## src/rtl/ps2_host_tx.sv

```systemverilog
// PS/2 host-to-device transmitter: inhibits the bus, issues a request-to-send,
// clocks out one byte with odd parity on device clock falls and collects the ACK.
module ps2_host_tx #(
    parameter int INHIBIT_CYCLES = 5000,
    parameter int TIMEOUT_CYCLES = 1000000
) (
    input  logic       clk,
    input  logic       rst_n,
    input  logic [7:0] tx_data,
    input  logic       tx_valid,
    output logic       tx_ready,
    input  logic       ps_clk_in,
    input  logic       ps_dat_in,
    output logic       ps_clk_oe,
    output logic       ps_dat_oe,
    output logic       busy,
    output logic       done,
    output logic       ack_ok,
    output logic       error
);

    localparam int CMAX = (TIMEOUT_CYCLES > INHIBIT_CYCLES) ? TIMEOUT_CYCLES : INHIBIT_CYCLES;
    localparam int CW   = $clog2(CMAX + 1);
    localparam logic [CW-1:0] INH_LAST = CW'(INHIBIT_CYCLES - 1);
    localparam logic [CW-1:0] TO_LAST  = CW'(TIMEOUT_CYCLES - 1);

    localparam logic [2:0] S_IDLE      = 3'd0;
    localparam logic [2:0] S_INHIBIT   = 3'd1;
    localparam logic [2:0] S_REQ       = 3'd2;
    localparam logic [2:0] S_SEND      = 3'd3;
    localparam logic [2:0] S_WAIT_IDLE = 3'd4;

    logic [2:0]    state;
    logic [CW-1:0] cnt;
    logic [3:0]    bit_cnt;
    logic [7:0]    shreg;
    logic          parity;
    logic          dat_low;
    logic [1:0]    clk_sync;
    logic [1:0]    dat_sync;
    logic          clk_prev;
    logic          sync_clk;
    logic          sync_dat;
    logic          fall;

    // Synchronizers preset high so an idle bus never looks like a falling edge.
    always_ff @(posedge clk or negedge rst_n) begin
        if (!rst_n) begin
            clk_sync <= 2'b11;
            dat_sync <= 2'b11;
            clk_prev <= 1'b1;
        end else begin
            clk_sync <= {clk_sync[0], ps_clk_in};
            dat_sync <= {dat_sync[0], ps_dat_in};
            clk_prev <= clk_sync[1];
        end
    end

    assign sync_clk = clk_sync[1];
    assign sync_dat = dat_sync[1];
    assign fall     = clk_prev & ~sync_clk;

    always_ff @(posedge clk or negedge rst_n) begin
        if (!rst_n) begin
            state   <= S_IDLE;
            cnt     <= '0;
            bit_cnt <= '0;
            shreg   <= '0;
            parity  <= 1'b0;
            dat_low <= 1'b0;
            ack_ok  <= 1'b0;
            done    <= 1'b0;
            error   <= 1'b0;
        end else begin
            done  <= 1'b0;
            error <= 1'b0;
            case (state)
                S_IDLE: begin
                    if (tx_valid) begin
                        shreg  <= tx_data;
                        parity <= ~^tx_data;
                        ack_ok <= 1'b0;
                        cnt    <= '0;
                        state  <= S_INHIBIT;
                    end
                end
                S_INHIBIT: begin
                    if (cnt == INH_LAST) begin
                        cnt     <= '0;
                        bit_cnt <= '0;
                        state   <= S_REQ;
                    end else begin
                        cnt <= cnt + 1'b1;
                    end
                end
                S_REQ, S_SEND: begin
                    // The first fall in REQ is edge 1; a fall always beats an expiring timeout.
                    if (fall) begin
                        cnt     <= '0;
                        bit_cnt <= bit_cnt + 1'b1;
                        state   <= S_SEND;
                        if (bit_cnt < 4'd8) begin
                            dat_low <= ~shreg[0];
                            shreg   <= {1'b0, shreg[7:1]};
                        end else if (bit_cnt == 4'd8) begin
                            dat_low <= ~parity;
                        end else if (bit_cnt == 4'd9) begin
                            dat_low <= 1'b0;
                        end else begin
                            ack_ok  <= ~sync_dat;
                            dat_low <= 1'b0;
                            state   <= S_WAIT_IDLE;
                        end
                    end else if (cnt == TO_LAST) begin
                        state   <= S_IDLE;
                        error   <= 1'b1;
                        ack_ok  <= 1'b0;
                        dat_low <= 1'b0;
                        cnt     <= '0;
                    end else begin
                        cnt <= cnt + 1'b1;
                    end
                end
                S_WAIT_IDLE: begin
                    if (sync_clk && sync_dat) begin
                        done  <= 1'b1;
                        state <= S_IDLE;
                    end else if (fall) begin
                        cnt <= '0;
                    end else if (cnt == TO_LAST) begin
                        state   <= S_IDLE;
                        error   <= 1'b1;
                        ack_ok  <= 1'b0;
                        dat_low <= 1'b0;
                        cnt     <= '0;
                    end else begin
                        cnt <= cnt + 1'b1;
                    end
                end
                default: state <= S_IDLE;
            endcase
        end
    end

    // Line drives decode straight from reset-cleared state so reset releases them at once.
    assign tx_ready  = (state == S_IDLE);
    assign busy      = (state != S_IDLE);
    assign ps_clk_oe = (state == S_INHIBIT);
    assign ps_dat_oe = ((state == S_INHIBIT) && (cnt == INH_LAST)) ||
                       (state == S_REQ) ||
                       ((state == S_SEND) && dat_low);

endmodule

```

## config.mk

```make
export PLATFORM = sky130hd
export DESIGN_NAME = ps2_host_tx
export DESIGN_NICKNAME = d
export VERILOG_FILES = /design/src/rtl/ps2_host_tx.sv
export SDC_FILE = /design/constraint.sdc
export NUM_CORES = 1
export LEC_CHECK = 0
export BUFFER_PORTS_ARGS = -buffer_cell sky130_fd_sc_hd__clkbuf_2
export CELL_PAD_IN_SITES_DETAIL_PLACEMENT = 1
export CELL_PAD_IN_SITES_GLOBAL_PLACEMENT = 1
export CORE_AREA = 2 2 58 115
export CTS_BUF_LIST = sky130_fd_sc_hd__clkbuf_2 sky130_fd_sc_hd__clkbuf_4 sky130_fd_sc_hd__clkbuf_8
export DETAILED_ROUTE_END_ITERATION = 7
export DIE_AREA = 0 0 60 117
export GPL_TIMING_DRIVEN = 0
export PLACE_DENSITY_LB_ADDON = 0.1
export SLEW_MARGIN = 10
export SYNTH_ARGS = -nofsm -noshare
export SYNTH_HDL_FRONTEND = slang
export SYNTH_SLANG_ARGS = --single-unit
```

## constraint.sdc

```tcl
create_clock -name clk -period 3.05 [get_ports clk]
set_input_delay 0.4575 -clock clk [delete_from_list [all_inputs] [get_ports clk]]
set_output_delay 0.4575 -clock clk [all_outputs]
set_load 0.03 [all_outputs]
```

Word-level counts from Yosys, hierarchy flattened --
Index checks and enable logic that the tools add are counted.
Operators by class: add/sub/neg operators 2, $lt $le $gt $ge 1, equality and inequality tests 18, multiplexer cells 45, bitwise logic cells 5, reductions and logical operators 21
Operator list (count):
- 20-bit two-way mux | 5
- 20-bit one-hot mux with 4 select lines | 1
- 3-bit two-way mux | 9
- 8-bit two-way mux | 3
- 20-bit by 1-bit adder with 20-bit output, second input constant | 1
- 20-bit by 13-bit equality test with 1-bit output, second input constant | 1
- 20-bit equality test, second input constant | 1
- 1-bit two-way mux | 19
- 8-bit one-hot mux with 2 select lines | 1
- 3-bit != test, second input constant | 4
- 3-bit one-hot mux with 4 select lines | 1
- 3-bit AND reduction | 4
- 2-bit != test, second input constant | 5
- 4-bit equality test, second input constant | 2
- 4-bit two-way mux | 2
- 4-bit one-hot mux with 2 select lines | 1
- 8-bit XNOR reduction | 1
- 7-bit AND reduction | 1
- 3-bit by 2-bit equality test with 1-bit output, second input constant | 2
- 2-bit nonzero test | 3
- 3-bit nonzero test | 2
- 4-bit by 1-bit adder with 4-bit output, second input constant | 1
- 4-bit < comparator, second input constant | 1
- 1-bit NOT | 4
- other kinds (13) | 17
Word-level totals: register bits 45, output and inout port bits 7, word-level logic and storage cells 104

Longest topological paths before layout --
Gate-level depths: netlist (run 1).
depth after elaboration 6, mapped depth 8, mapped depth without buffers 8

Worst setup path before layout (run 1) --
OpenSTA, ideal clock, no wires.
kind reg-to-output, from register state[2], to output ps_dat_oe, arrival time 1953 ps, required time 2592 ps, path slack 640 ps, cell stages (with the launch flop) 5, cells stage by stage dfrtp_1 clkbuf_1 nor3_1 nand2_1 nand2_1
On the way: longest elaborated chain between the ends 4, elaborated cells between the ends (all ways) 7
RTL lines:
- start, declared | RTL line 33 | logic [2:0] state;
- start signal, assigned | RTL line 65 | state <= S_IDLE;
- start signal, assigned | RTL line 84 | state <= S_INHIBIT;
- start signal, assigned | RTL line 91 | state <= S_REQ;
- 3-bit by 1-bit equality test with 1-bit output
- via ps_clk_oe | RTL line 14 | output logic ps_clk_oe,
- 1-bit logical AND | RTL line 149 | assign ps_dat_oe = ((state == S_INHIBIT) && (cnt == INH_LAST)) ||
- 1-bit logical OR | RTL line 149
- 1-bit logical OR | RTL line 150 | (state == S_REQ) ||
- end, declared | RTL line 15 | output logic ps_dat_oe,
The timed path passes the listed nets, and every way through them passes these cells.

Worst setup path in the final report (run 1) --
from register state[1], to register cnt[3]
On the way: longest elaborated chain between the ends 4, elaborated cells between the ends (all ways) 11
RTL lines:
- 3-bit by 2-bit equality test with 1-bit output | RTL line 77 | case (state)
- 2-bit OR reduction | RTL line 77
- 4-bit nonzero test (no line)
- 3-bit AND reduction (no line)
- end signal, assigned | RTL line 93 | cnt <= cnt + 1'b1;
- end signal, assigned | RTL line 121 | cnt <= cnt + 1'b1;
- end signal, assigned | RTL line 137 | cnt <= cnt + 1'b1;
- end, declared | RTL line 34 | logic [CW-1:0] cnt;
Several ways; a longest one is shown, not always the timed one. A chain may end at the register's enable or synchronous reset.

==> results of run 1 <==
[cells in the final DEF (no fill, tap or decap), types with 3 or more instances in the layout]
| master | n |
|---|---|
| a21oi_1 | 5 |
| a22o_1 | 8 |
| and2_1 | 5 |
| and3_1 | 4 |
| clkbuf_1 | 6 |
| clkbuf_2 | 18 |
| clkbuf_8 | 6 |
| dfrtp_1 | 40 |
| dfstp_2 | 5 |
| ha_1 | 4 |
| inv_1 | 7 |
| mux2i_1 | 7 |
| nand2_1 | 30 |
| nand3_1 | 10 |
| nand4_1 | 6 |
| nor2_1 | 33 |
| nor2b_1 | 5 |
| nor3_1 | 6 |
| o21ai_0 | 21 |
| o21ai_1 | 3 |
| o22ai_1 | 4 |
| xnor2_1 | 8 |
| xor2_1 | 9 |
[power by group]
part / total, µW / switching, µW / internal (µW)
Sequential: 808 / 90.2 / 718
Combinational: 772 / 490 / 282
Clock: 397 / 195 / 203
[sequential cells by signal (all words and copies together) (netlist names), 2 cells and up]
| signal | count |
|---|---|
| dat_sync | 2 |
| bit_cnt | 4 |
| clk_sync | 2 |
| shreg | 8 |
| cnt | 20 |
| state | 3 |
[final cells by class]
class,count,area (µm²)
inverters,7,26.28
plain buffers,9,42.54
flip-flops and latches,45,1132
repair buffers,19,95.09
well taps,86,107.6
multi-input cells,196,1205
fillers,733,3501
clock buffers,8,97.59
[cell families after synthesis]
group                      Yosys count  share of synthesized area
and+or+nand+nor                    114                     0.2361
buffers and inverters               16                    0.02860
AOI/OAI and AO/OA                   51                     0.1373
xor gates and xnor gates            17                    0.06189
adders and majority gates            4                    0.02080
muxes                               10                    0.04472
DFF                                 45                     0.4706
[per-stage QoR]
step           instance area (µm²)  setup slack [ns]
2_1_floorplan                 2406            0.6395
3_3_place_gp                  2609            0.4211
3_5_place_dp                  2609            0.3607
4_1_cts                       2706            0.3583
5_1_grt                       2706           0.05428
6_report                      2706            0.3458
[worst paths after layout]
path	start	endpoint	slack [ns]	cells past startpoint
worst min register to register	clk_sync[0]$_DFF_PN1_	clk_sync[1]$_DFF_PN1_	0.36	0
min in group asynchronous	rst_n	cnt[9]$_DFFE_PN0P_	0.31	1
max in group asynchronous	rst_n	shreg[4]$_DFFE_PN0P_	2.11	1
worst max register to register	state[1]$_DFFE_PN0P_	cnt[3]$_DFFE_PN0P_	0.35	7
worst min-delay path	ps_clk_in	clk_sync[0]$_DFF_PN1_	0.24	1
worst max-delay path	state[1]$_DFFE_PN0P_	cnt[3]$_DFFE_PN0P_	0.35	7
[metal layers]
| metal | GRT usage | vias up |
|---|---|---|
| li1 | - | 951 |
| met1 | 0.2439 | 941 |
| met2 | 0.2761 | 17 |
| met3 | 0.03626 | 6 |
| met4 | 0.06667 | 0 |
| met5 | 0 | - |
[cell usage after synthesis (all sizes together) (3+ instances only)]
master	number
dfrtp	40
nor2	33
nand2	30
o21ai	25
nand3	10
xor2	9
a22o	8
xnor2	8
inv	7
mux2i	7
clkbuf	6
nand4	6
nor3	6
a21oi	5
and2	5
dfstp	5
nor2b	5
and3	4
ha	4
o22ai	4
buf	3
mux2	3
==> results.md, run 1 <==
* Status: finished clean
* Cell Count, Final, Fillers Out at 370
* Final Skew at 0.01240 ns
* RSZ-0062 raised after global routing: no
* Final weighted congestion in routability-driven placement at around 0.8
* Final Hold Violating Endpoints at 0
* DRC Markers at 0
* Post-synth EDFFs at 0
* First-pass GRT wire length at 9425 µm
* Die Ht at 117 µm
* PwrDens at ~730 nW/µm²
* Layout cell share with drive strength beyond 1 at 0.1444
* Crit-path cells: clkbuf_1, nor3b_1, nand2_1, o21ai_0, clkbuf_1, o21ai_0, a22o_1
* Floorplan row count at 41
* Mean Syn Cell Area at about 9.4 µm²
* Final Power at just under 2000 µW
* Placed cell count at roughly 360
* Post-CTS resize count at 0
* LEAKAGE at 0.001236 µW
* Synth Flop Type: dfrtp_1
* Hold-fix buffers, CTS at 0
* Root buf cell: clkbuf_8
* Clock tree buffer depth at 2
* Clock sink count at 45
* Synth warn at 0
* Crit path arrival time at about 2.9 ns
* Area share of the largest cell type after synthesis at 0.4160
* Initial antenna violation count at 0
* # nets final at 300
* Worst Setup Start Kind: register
* Worst Path Buf+Inv at 2
* Syn Nets at ~270
* DIE AREA at roughly 7000 µm²
* Post-CTS setup buffers at 0
* Synth area leader: dfrtp_1
* Kind of critical path: register to register
* Pre-antenna DRT Iters at 4
* Final Max Slew Viols at 0
* PortBufs at 19
* Antenna Nets Post-Route at 0
* Cts bufs inserted at 5
* Post-layout util at 0.4360
* Synth Instances at roughly 260
* Crit-path max FO at 10
* Register area share after synthesis at 0.4706
* WP data required at about 3.3 ns
* Endpoints failing setup at 0
* Clk slew on worst S/H paths at roughly 0.080 ns
* Vias per cell at around 5.2
* Worst slew margin at 0.3361
* Gr usage total at 0.1787
* Via count of the first global-routing pass at between 1.5k and 2k
* CP top delay family: simple AND/OR/NAND/NOR gates
* CTS tree: done
* Synthesis-stage register bit count at 45
* Final Cycle Share at 0.8866
* MaxCap Viol Count at 0
* Synth top area cells: dfrtp_1, dfstp_2, nor2_1
* Crit-path slowest cell: nor3b_1
* Crit. End Element: register
* Gr ovfl total at 0
* Worst IR Drop VDD at between 0.3 and 0.4 mV
* Synth unique cells at 46
* Post-Synthesis Cell Area at between 2000 and 2500 µm²
* IO Count at 20
* Largest net degree at the start of global routing at 46
* Highest clock rate at 369.8 MHz
* Via count at 1915
* HPWL after DPL at 4190 µm
* Met3 WL at ~120 µm
* DR top layer: met4
* Hold Slack at between 0.2 and 0.25 ns
* Clk_lat worst skew at around 0.31 ns
* Worst slew pin tran at about 1.0 ns
* Initial drt markers at slightly below 100
* Share of flip-flops with an asynchronous set or reset at 1.000
* WL/cell at around 15 µm
* Post-detailed-routing wire length at around 5600 µm
* Met2 wire len at 2650 µm
* Final min period at around 2.7 ns
* CP peak stage delay at between 0.6 and 0.7 ns
* H-Tree Depth at 2
* Hold WC Path Type: primary input to register
* Wl on met1 at between 2000 and 3000 µm
* Die W at around 60 µm
* Core area at 6207 µm²
* Initial Util at 0.3876
* Setup TNS at 0 ns
* # diodes at 0
* Layout area overhead at 12.48%
(Power assumes the default switching activity.)
==> inputs of run 2 (changes only) <==
--- a/config.mk
+++ b/config.mk
@@ -12,7 +12,9 @@
 export CTS_BUF_LIST = sky130_fd_sc_hd__clkbuf_2 sky130_fd_sc_hd__clkbuf_4 sky130_fd_sc_hd__clkbuf_8
 export DETAILED_ROUTE_END_ITERATION = 7
 export DIE_AREA = 0 0 60 117
+export GPL_ROUTABILITY_DRIVEN = 0
 export GPL_TIMING_DRIVEN = 0
+export MAX_ROUTING_LAYER = met4
 export PLACE_DENSITY_LB_ADDON = 0.1
 export SLEW_MARGIN = 10
 export SYNTH_ARGS = -nofsm -noshare
==> run 2 against run 1 <==
  * Combinational power is essentially flat
  * Via count did not move
  * Non-clock buffer count unchanged
  * Die area stayed put
  * Worst hold slack hardly changed
  * Sequential share of layout area unchanged
  * Clock power barely moved
  * Cell area unchanged
  * Register-to-register slack is essentially flat
  * Largest power group unchanged
==> results.md, run 2 (synthesis results as in run 1) <==
* Post-detailed-routing wire length at roughly 5600 µm
* Final setup margin at approximately 0.35 ns
* Core area at 6207 µm²
* Antenna Nets Post-Route at 0
* Highest clock rate at ~370 MHz
* CTS tree: done
* Final Cycle Share at 0.8867
* WL/cell at 15.11 µm
* Post-Place Setup Slack at 0.3607 ns
* Footprint of the multi-input gates at 1205 µm²
* Hold WC Path Type: primary input to register
* Clk_lat worst skew at 0.30 ns
* Clock sink count at between 40 and 50
* MaxCap Viol Count at 0
* Crit Reg-Reg Startpoint: state[1]$_DFFE_PN0P_
* Crit-path cells: clkbuf_1, nor3b_1, nand2_1, o21ai_0, clkbuf_1, o21ai_0, a22o_1
* Crit. End Element: register
* Commonest non-fill, non-tap cell in the layout: dfrtp_1
* Reg with most FFs: cnt
* Worst slew margin at 0.3361
* # nets final at 300
* Endpoints failing setup at 0
* H-Tree Depth at 2
* DIE AREA at ~7000 µm²
* Kind of critical path: register to register
* Crit-path slowest cell: nor3b_1
* PwrDens at 730.2 nW/µm²
* Most frequent cells in the layout: dfrtp_1, nor2_1, nand2_1
* Final Hold Violating Endpoints at 0
* Clock tree buffer depth at 2
* Post-CTS resize count at 0
* First-pass GRT wire length at 9418 µm
* Die W at approximately 60 µm
* Crit-path max FO at 10
* CP top delay family: simple AND/OR/NAND/NOR gates
* RSZ-0062 raised after global routing: no
* Layout area overhead at 12.48%
* Floorplan row count at 41
* LEAKAGE at 0.001236 µW
* IO Count at 20
* Via count at approximately 1.9k
* Largest net degree at the start of global routing at 46
* Worst slew pin tran at 0.9959 ns
* DRC Markers at 0
* Setup TNS at 0 ns
* WP data required at 3.25 ns
* # diodes at 0
* Root buf cell: clkbuf_8
* Final Skew at between 0.01 and 0.015 ns
* Clk slew on worst S/H paths at roughly 0.08 ns
* Register area at ~1100 µm²
* Status: finished clean
* Worst IR Drop VDD at 0.3482 mV
* Crit path arrival time at roughly 2.9 ns
* Worst Path Buf+Inv at 2
* Gr usage total at 0.1838
* Final min period at between 2 and 3 ns
* Crit path launch: state[1]$_DFFE_PN0P_
* Worst Setup Start Kind: register
* Hold-fix buffers, CTS at 0
* Vias per cell at around 5.2
* Pre-antenna DRT Iters at 4
* Layout cell share with drive strength beyond 1 at 0.1444
* Die Ht at 117 µm
* CP peak stage delay at roughly 0.66 ns
* Final Max Slew Viols at 0
* Initial antenna violation count at 0
* Top flop regs: cnt x20, shreg x8, bit_cnt x4
* Post-CTS setup buffers at 0
* HPWL after DPL at ~4200 µm
* # fillers at 733
* Max FFs per register at 20
* Initial drt markers at 98
* PortBufs at 19
* Cts bufs inserted at 5
* Hold path startpoint: ps_clk_in
* Initial Util at 0.3876
* Via count of the first global-routing pass at just under 2k
* Gr ovfl total at 0
-- run 2: report_power, final --
group	total [µW]	switching, µW	leakage (µW)	internal, µW
Combinational	772	490	0.000598	282
Sequential	808	90.2	0.000585	718
Clock	397	194	0.0000523	203
-- run 2: path summary, 6_finish.rpt --
| check | to | slack (ns) | cells after the start |
|---|---|---|---|
| worst max register to register | cnt[3]$_DFFE_PN0P_ | 0.35 | 7 |
| worst max-delay path | cnt[3]$_DFFE_PN0P_ | 0.35 | 7 |
| min in group asynchronous | cnt[9]$_DFFE_PN0P_ | 0.31 | 1 |
| worst min register to register | clk_sync[1]$_DFF_PN1_ | 0.36 | 0 |
| worst min-delay path | clk_sync[0]$_DFF_PN1_ | 0.24 | 1 |
| max in group asynchronous | shreg[4]$_DFFE_PN0P_ | 2.11 | 1 |
-- run 2: area by class of cell --
type / count / area share
inverters: 7 / 0.009709
flip-flops and latches: 45 / 0.4184
multi-input cells: 196 / 0.4452
well taps: 86 / 0.03976
plain buffers: 9 / 0.01572
repair buffers: 19 / 0.03514
clock buffers: 8 / 0.03606
-- run 2: metrics by stage --
step / power, µW / instances / utilization / hold WS, ns / area [µm²]
after floorplan: 1370 / 257 / - / 0.1619 / 2406
final: 1976 / 370 / 0.4360 / 0.2380 / 2706
after detailed placement: 1603 / 362 / 0.4203 / 0.3494 / 2609
after CTS: 2014 / 370 / 0.4360 / 0.2201 / 2706
after global routing: 2136 / 370 / 0.4360 / 0.2167 / 2706
after global placement: 1564 / 362 / 0.4203 / 0.3491 / 2609
-- run 2: layer usage --
| metal | GRT usage | wire (µm) |
|---|---|---|
| met1 | 0.2439 | 2715 |
| met2 | 0.2761 | 2654 |
| met3 | 0.03626 | 121 |
| met4 | 0.06667 | 100 |
| met5 | - | 0 |
-- run 2: worst reg2reg max path, stage by stage (launching register included) --
cell      delay, ns
dfrtp_1        0.36
clkbuf_1       0.21
nor3b_1        0.66
nand2_1        0.25
o21ai_0        0.29
clkbuf_1       0.42
o21ai_0        0.20
a22o_1         0.21
==> inputs of run 3 (changes only) <==
--- a/config.mk
+++ b/config.mk
@@ -6,10 +6,9 @@
 export NUM_CORES = 1
 export LEC_CHECK = 0
 export BUFFER_PORTS_ARGS = -buffer_cell sky130_fd_sc_hd__clkbuf_2
-export CELL_PAD_IN_SITES_DETAIL_PLACEMENT = 1
-export CELL_PAD_IN_SITES_GLOBAL_PLACEMENT = 1
 export CORE_AREA = 2 2 58 115
 export CTS_BUF_LIST = sky130_fd_sc_hd__clkbuf_2 sky130_fd_sc_hd__clkbuf_4 sky130_fd_sc_hd__clkbuf_8
+export CTS_CLUSTER_DIAMETER = 60
 export DETAILED_ROUTE_END_ITERATION = 7
 export DIE_AREA = 0 0 60 117
 export GPL_ROUTABILITY_DRIVEN = 0
==> run 3 against run 2 <==
  * Combinational power fell by 3.0%
  * Worst hold slack improved by 0.0050 ns
  * Global-route usage fell by 1.6 points
  * Sequential share of layout area rose by 0.12 points
  * Via count fell by 0.26%
  * Routed wire length fell by 8.5%
  * Sequential power barely moved
  * Worst setup slack got worse by 0.089 ns
  * Utilization fell by 0.12 points
  * Fmax fell by 3.2%
  * Clock power fell by 5.8%
  * Cell count fell by 0.27%
==> results.md, run 3 (synthesis results as in run 1) <==
* Status: finished clean
* WL/cell at about 14 µm
* # diodes at 0
* Final setup margin at ~0.26 ns
* Sw Ratio at 0.3848
* Highest clock rate at 358.0 MHz
* Crit-path max FO at 5
* Post-layout util at 0.4348
* Max FFs per register at 20
* Initial antenna violation count at 0
* Setup TNS at 0 ns
* Via count of the first global-routing pass at 1858
* Clock tree buffer depth at 2
* Cell Int Power at 1188 µW
* Worst IR Drop VDD at 0.2554 mV
* Post-detailed-routing wire length at 5116 µm
* LEAKAGE at around 0.0012 µW
* Hold-fix buffers, CTS at 0
* Via count at roughly 1.9k
* Hold path endpoint: clk_sync[0]$_DFF_PN1_
* Cell depth of the worst hold path at 1
* PortBufs at 19
* Commonest non-fill, non-tap cell in the layout: dfrtp_1
* Kind of critical path: register to output port
* First-pass GRT wire length at between 8000 and 9000 µm
* Crit path arrival time at about 2.3 ns
* Reg with most FFs: cnt
* Clk_lat worst skew at 0.29 ns
* Die Ht at between 100 and 150 µm
* Antenna Nets Post-Route at 0
* Final min period at 2.793 ns
* Post-Place Setup Slack at approximately 0.48 ns
* Combinational share of power at 0.388
* Footprint of the multi-input gates at approximately 1200 µm²
* Flop-to-flop setup slack at around 0.41 ns
* # nets final at 300
* Clk slew on worst S/H paths at roughly 0.080 ns
* Clock network power share at 0.194
* HPWL after DPL at about 3800 µm
* Final Max Slew Viols at 0
* Gr ovfl total at 0
* H-Tree Depth at 2
* RSZ-0062 raised after global routing: no
* Most frequent CP cell: nand2_1
* Layout cell share with drive strength beyond 1 at 0.1413
* DRC Markers at 0
* Most frequent cells in the layout: dfrtp_1, nor2_1, nand2_1
* IO Count at 20
* Layout area overhead at 12.17%
* MaxCap Viol Count at 0
* Initial drt markers at 80
* Crit Reg-Reg Endpoint: cnt[10]$_DFFE_PN0P_
* Root buf cell: clkbuf_8
* Crit Reg-Reg Startpoint: state[1]$_DFFE_PN0P_
* CP peak stage delay at approximately 0.55 ns
* Top flop regs: cnt x20, shreg x8, bit_cnt x4
* Area after DPL at 2609 µm²
* Initial Util at 0.3876
* Register area at ~1100 µm²
* Worst slew margin at 0.3375
* Core area at around 6200 µm²
* Worst slew pin tran at 0.9938 ns
* Crit-path slowest cell: nor4_1
* Post-CTS resize count at 0
* Clock sink count at 45
* Worst Setup Start Kind: register
* DIE AREA at approximately 7000 µm²
* Floorplan row count at 41
* Die W at around 60 µm
* Switching power at 742.7 µW
* # fillers at approximately 640
* Final instance area at 2699 µm²
* Sequential share of power at 0.418
* Vias per cell at ~5.2
* CTS tree: done
* Gr usage total at 0.1677
* Cts bufs inserted at 5
* Crit. End Element: output port
* WP data required at 2.59 ns
* Largest net degree at the start of global routing at 46
* Hold WC Path Type: primary input to register
* Endpoints failing setup at 0
* Crit-path cells: nor4b_1, nand2_1, nor4_1, nand2_1, nand2_1, clkbuf_2
* Hold path startpoint: ps_clk_in
* Final Skew at about 0.0045 ns
* R2R depth at 7
* Final Power at roughly 1900 µW
* Final Hold Violating Endpoints at 0
* Pre-antenna DRT Iters at 4
* Post-CTS setup buffers at 0
* Final Cycle Share at 0.9158
* PwrDens at roughly 720 nW/µm²
run 3: power by group through the flow:
| stage | Sequential (µW) | Clock (µW) | Combinational (µW) |
|---|---|---|---|
| detailed placement | 815 | 0 | 763 |
| floorplan | 792 | 0 | 578 |
| global route | 823 | 419 | 859 |
| global placement | 814 | 0 | 744 |
| CTS | 807 | 399 | 762 |
| finish | 807 | 374 | 749 |
run 3: area by class of cell:
cell class | instances | area share
Multi-Input combinational cell | 196 | 0.4465
Tap cell | 86 | 0.03987
Clock buffer | 7 | 0.03338
Timing Repair Buffer | 19 | 0.03523
Buffer | 9 | 0.01576
Inverter | 7 | 0.009736
Sequential cell | 45 | 0.4196
run 3: worst max-delay path by stage:
stage,start,to
finish,cnt[13]$_DFFE_PN0P_,ps_dat_oe
global route,cnt[13]$_DFFE_PN0P_,ps_dat_oe
CTS,cnt[13]$_DFFE_PN0P_,ps_dat_oe
detailed placement,state[1]$_DFFE_PN0P_,cnt[9]$_DFFE_PN0P_
global placement,state[1]$_DFFE_PN0P_,cnt[10]$_DFFE_PN0P_
floorplan,state[2]$_DFFE_PN0P_,ps_dat_oe
run 3: through the flow:
| step | std cells | hold slack, ns |
|---|---|---|
| 3_3_place_gp | 362 | 0.3496 |
| 6_report | 369 | 0.2430 |
| 3_5_place_dp | 362 | 0.3473 |
| 2_1_floorplan | 257 | 0.1619 |
| 4_1_cts | 369 | 0.2250 |
| 5_1_grt | 369 | 0.2172 |
run 3: worst max-delay path: cells and delay by family, from the launching register on:
| family | cells | cell delay (ns) |
|---|---|---|
| and+or+nand+nor | 5 | 1.40 |
| DFF | 1 | 0.44 |
| buffers and inverters | 1 | 0.20 |
run 3: metal layers:
metal  part of all wire  routed length, µm  global-route usage  up-vias
li1                   -                  -                   -      956
met5                  0                  0                   -        -
met2               0.50               2554              0.2580       40
met4              0.024                124             0.07852        0
met1               0.45               2309              0.2110      906
met3              0.025                127             0.02967        8
